### config.mk
export PLATFORM = sky130hd
export DESIGN_NAME = counter_4bit
export DESIGN_NICKNAME = d
export VERILOG_FILES = /design/src/rtl/counter_4bit.sv
export SDC_FILE = /design/constraint.sdc
export NUM_CORES = 1
export LEC_CHECK = 0
export CORE_AREA = 2 2 39 41
export CTS_CLUSTER_DIAMETER = 120
export DETAILED_ROUTE_END_ITERATION = 8
export DIE_AREA = 0 0 41 43
export PLACE_DENSITY = 0.4
export SLEW_MARGIN = 10
export SYNTH_ARGS = -nofsm -noshare
export SYNTH_HDL_FRONTEND = slang
export SYNTH_SLANG_ARGS = --single-unit
### constraint.sdc
create_clock -name clk -period 1.2 [get_ports clk]
set_input_delay 0.24 -clock clk [delete_from_list [all_inputs] [get_ports clk]]
set_output_delay 0.24 -clock clk [all_outputs]
set_load 0.02 [all_outputs]
### src/rtl/counter_4bit.sv
// Free-running modulo-(MAX_VALUE+1) up-counter with an async active-high reset.
// It provides a combinational terminal-count flag and a registered wrap pulse.
module counter_4bit #(
  parameter int unsigned      WIDTH       = 4,
  parameter logic [WIDTH-1:0] MAX_VALUE   = {WIDTH{1'b1}},
  parameter logic [WIDTH-1:0] RESET_VALUE = '0
) (
  input  logic             clk,
  input  logic             reset,
  output logic [WIDTH-1:0] count,
  output logic             at_max,
  output logic             wrap
);

  if (WIDTH < 1 || WIDTH > 32) begin : g_bad_width
    $error("counter_4bit: WIDTH must be in 1..32");
  end
  if (MAX_VALUE == '0) begin : g_bad_max
    $error("counter_4bit: MAX_VALUE must be non-zero");
  end
  if (RESET_VALUE > MAX_VALUE) begin : g_bad_reset
    $error("counter_4bit: RESET_VALUE must not exceed MAX_VALUE");
  end

  logic [WIDTH-1:0] count_q, count_d;
  logic             wrap_q, wrap_d;
  logic             at_max_c;

  always_comb begin
    at_max_c = (count_q == MAX_VALUE);
    count_d  = at_max_c ? '0 : count_q + 1'b1;
    wrap_d   = at_max_c;
  end

  // Reset wins over counting, including on an edge that coincides with release.
  always_ff @(posedge clk or posedge reset) begin
    if (reset) begin
      count_q <= RESET_VALUE;
      wrap_q  <= 1'b0;
    end else begin
      count_q <= count_d;
      wrap_q  <= wrap_d;
    end
  end

  assign count  = count_q;
  assign at_max = at_max_c;
  assign wrap   = wrap_q;

endmodule

==> flow_summary.yaml <==
run_status:
  outcome: "finished with violations"
  failed_checks: "negative setup slack"
die:
  io_pins: 8
  coreArea_um2: 1384
  dieHeight_um: 43
  chipWidth_um: 41
  initial_core_util: 0.1311
  dieArea_um2: 1763
  std_cell_rows: 14
critical_path:
  crit_type: "flop to output pin"
  startpoint_type: "flop"
  critical_path_arrival_ns: 1.12
  slowest_delay_ns: 0.41
  ff2ff_path_depth: 4
  worstSetupStartpoint: "count[0]"
  cp_slowest_cell: "dfrtp_2"
  critPathMaxFanout: 2
  r2r_end: "count[3]"
  r2r_start: "count[0]"
  r2r_slack_ns: 0.10
  worstPathCellList: "ha_4, and3_4, buf_6"
  critPathCaptureType: "output pin"
  cp.required_ns: 0.96
detailed_routing:
  drtIter0Drc: 0
  drt-total-wl_um: 480
  drt-pass1-iter-count: 1
  drc: 0
  vias_per_cell: 3.543
  vias: 163
  wl_per_cell_um: 10.43
  drtAntennaViolNets: 0
global_route:
  grtUsageTotal: 0.06848
  grt_overflow: 0
  grt_start_max_net_pins: 6
  grt_pass1_vias: 191
  grt_pass1_wl_um: 724
  antenna_found_initial: 0
synth:
  synthCells: 13
  ys_seq_elements: 5
  syn_nets: 16
  ys.warnings.count: 0
  syn_avg_cell_area_um2: 13.96
  seq_area_frac_synth: 0.6897
  synth_area_um2: 181.4
  synth_cell_types: 8
place:
  port_buffers: 7
  dpl.cell_count: 42
  dpl_worst_slack_ns: -0.3782
  place_hpwl_um: 362.1
  gp_congestion: 0.6456
cts:
  cts.path.max_buffers: 2
  numCtsBuffers: 3
  post_cts_buffers: 0
  clk_pin_slew_ns: 0.04
  cts_tree: "built"
  cts-htree-levels: 1
  cts_sinks: 5
  postCtsHoldBufs: 0
  clk_latency_ns: 0.24
  clock-root-buffer: "clkbuf_4"
finish:
  nets: 34
  layoutNonFillerInstCount: 46
  fill_cells: 148
  area_growth_pct: 95.17
  antenna_cells: 0
  ff_latch_area_um2: 127.6
  drive_gt1_frac: 0.6000
  multi_input_area_um2: 68.82
sta:
  post-route-worst-setup-slack_ns: -0.1609
  skew_ns: 0.003336
  post-route-period-util: 1.134
  finalSetupViolCount: 1
  rsz0062_at_grt: "true"
  maxSlewViolCount: 0
  hold_ws_ns: 0.2060
  max_slew_margin: 0.8598
  tightest_slew_ns: 0.2111
  period_needed_ns: 1.361
  fmax_ghz: 0.7348
  finalHoldViolations: 0
min_path:
  hold_path_class: "input port to async pin"
job:
  drv_cap: 0
pwr:
  power.leakage_nw: 0.1949
  ir_worst_vdd_v: 0.0002326
  finalPower_uw: 368.8
  power.density_nw_per_um2: 1041
[power by group]
group | switching [mW] | internal [mW] | leakage, nW
combinational | 0.00363 | 0.00305 | 0.116
sequential | 0 | 0.169 | 0.0638
clock | 0.0673 | 0.126 | 0.0150
total | 0.0709 | 0.298 | 0.195
[kinds of logic (layout without fill, tap and decap cells)]
kind of cell,Yosys count,after routing,synth area share
DFF,5,5,0.6897
adders and majority gates,1,1,0.06895
xor gates and xnor gates,1,1,0.04828
buffers and inverters,1,18,0.02067
and+or+nand+nor,2,2,0.06206
AOI/OAI and AO/OA,3,3,0.1103
[metrics by stage]
stage | util | area [um^2] | TNS, ns
4_1_cts | 0.2396 | 331.6 | -0.1748
5_1_grt | 0.2559 | 354.1 | -0.2002
3_3_place_gp | 0.2306 | 319.1 | -0.7290
6_report | 0.2559 | 354.1 | -0.1609
3_5_place_dp | 0.2306 | 319.1 | -0.7386
2_1_floorplan | - | 183.9 | 0
[cell usage after synthesis, drive strengths merged]
master | count | area [um^2]
a31oi | 2 | 12.51
xor2 | 1 | 8.760
ha | 1 | 12.51
and3 | 1 | 7.510
a21o | 1 | 7.510
inv | 1 | 3.750
nor2 | 1 | 3.750
dfrtp | 5 | 125.1
[repair_timing]
action | 4_1_cts | 5_1_grt
endpoints found under the hold margin | 0 | 0
pin swaps | 0 | 0
endpoints found under the setup margin | 6 | 3
gates resized for setup | 25 | 5
[worst max-delay path by stage]
stage,endpoint,cells past startpoint,slack [ns]
after detailed placement,at_max,3,-0.38
final,at_max,3,-0.16
after CTS,at_max,3,-0.17
after floorplan,at_max,2,0.002
after global placement,at_max,3,-0.37
after global routing,at_max,3,-0.20
[layout by cell type (no fill, tap or decap), drive strengths merged]
cell type | netlist | final
ha | 1 | 1
and3 | 1 | 1
clkdlybuf4s50 | 0 | 1
dfrtp | 5 | 5
xor2 | 1 | 1
clkbuf | 0 | 4
nor2 | 1 | 1
a31oi | 2 | 2
buf | 0 | 11
dlygate4sd2 | 0 | 1
inv | 1 | 1
a21o | 1 | 1
[critical path, delay by kind of cell (launching register included)]
family / cells / cell delay, ns
flops: 1 / 0.41
simple gates: 1 / 0.18
fa+ha+maj: 1 / 0.16
buf+inv: 1 / 0.12
[per-layer routing]
layer | global-route usage | vias up | part of all wire
met2 | 0.08125 | 8 | 0.51
met1 | 0.07468 | 76 | 0.35
met5 | 0 | - | 0
li1 | - | 79 | -
met4 | 0.08000 | 0 | 0
met3 | 0.03665 | 0 | 0.14
[sequential cells by signal, summed over array words and instances, names as in the netlist]
name   cells
wrap       1
count      4
[final cells by class]
cell class | instances | area share
Timing Repair Buffer | 13 | 0.3039
Sequential cell | 5 | 0.3604
Clock buffer | 4 | 0.07420
Inverter | 1 | 0.01060
Multi-Input combinational cell | 7 | 0.1943
Tap cell | 16 | 0.05654
Note: power is estimated with default switching activity, not from simulation.
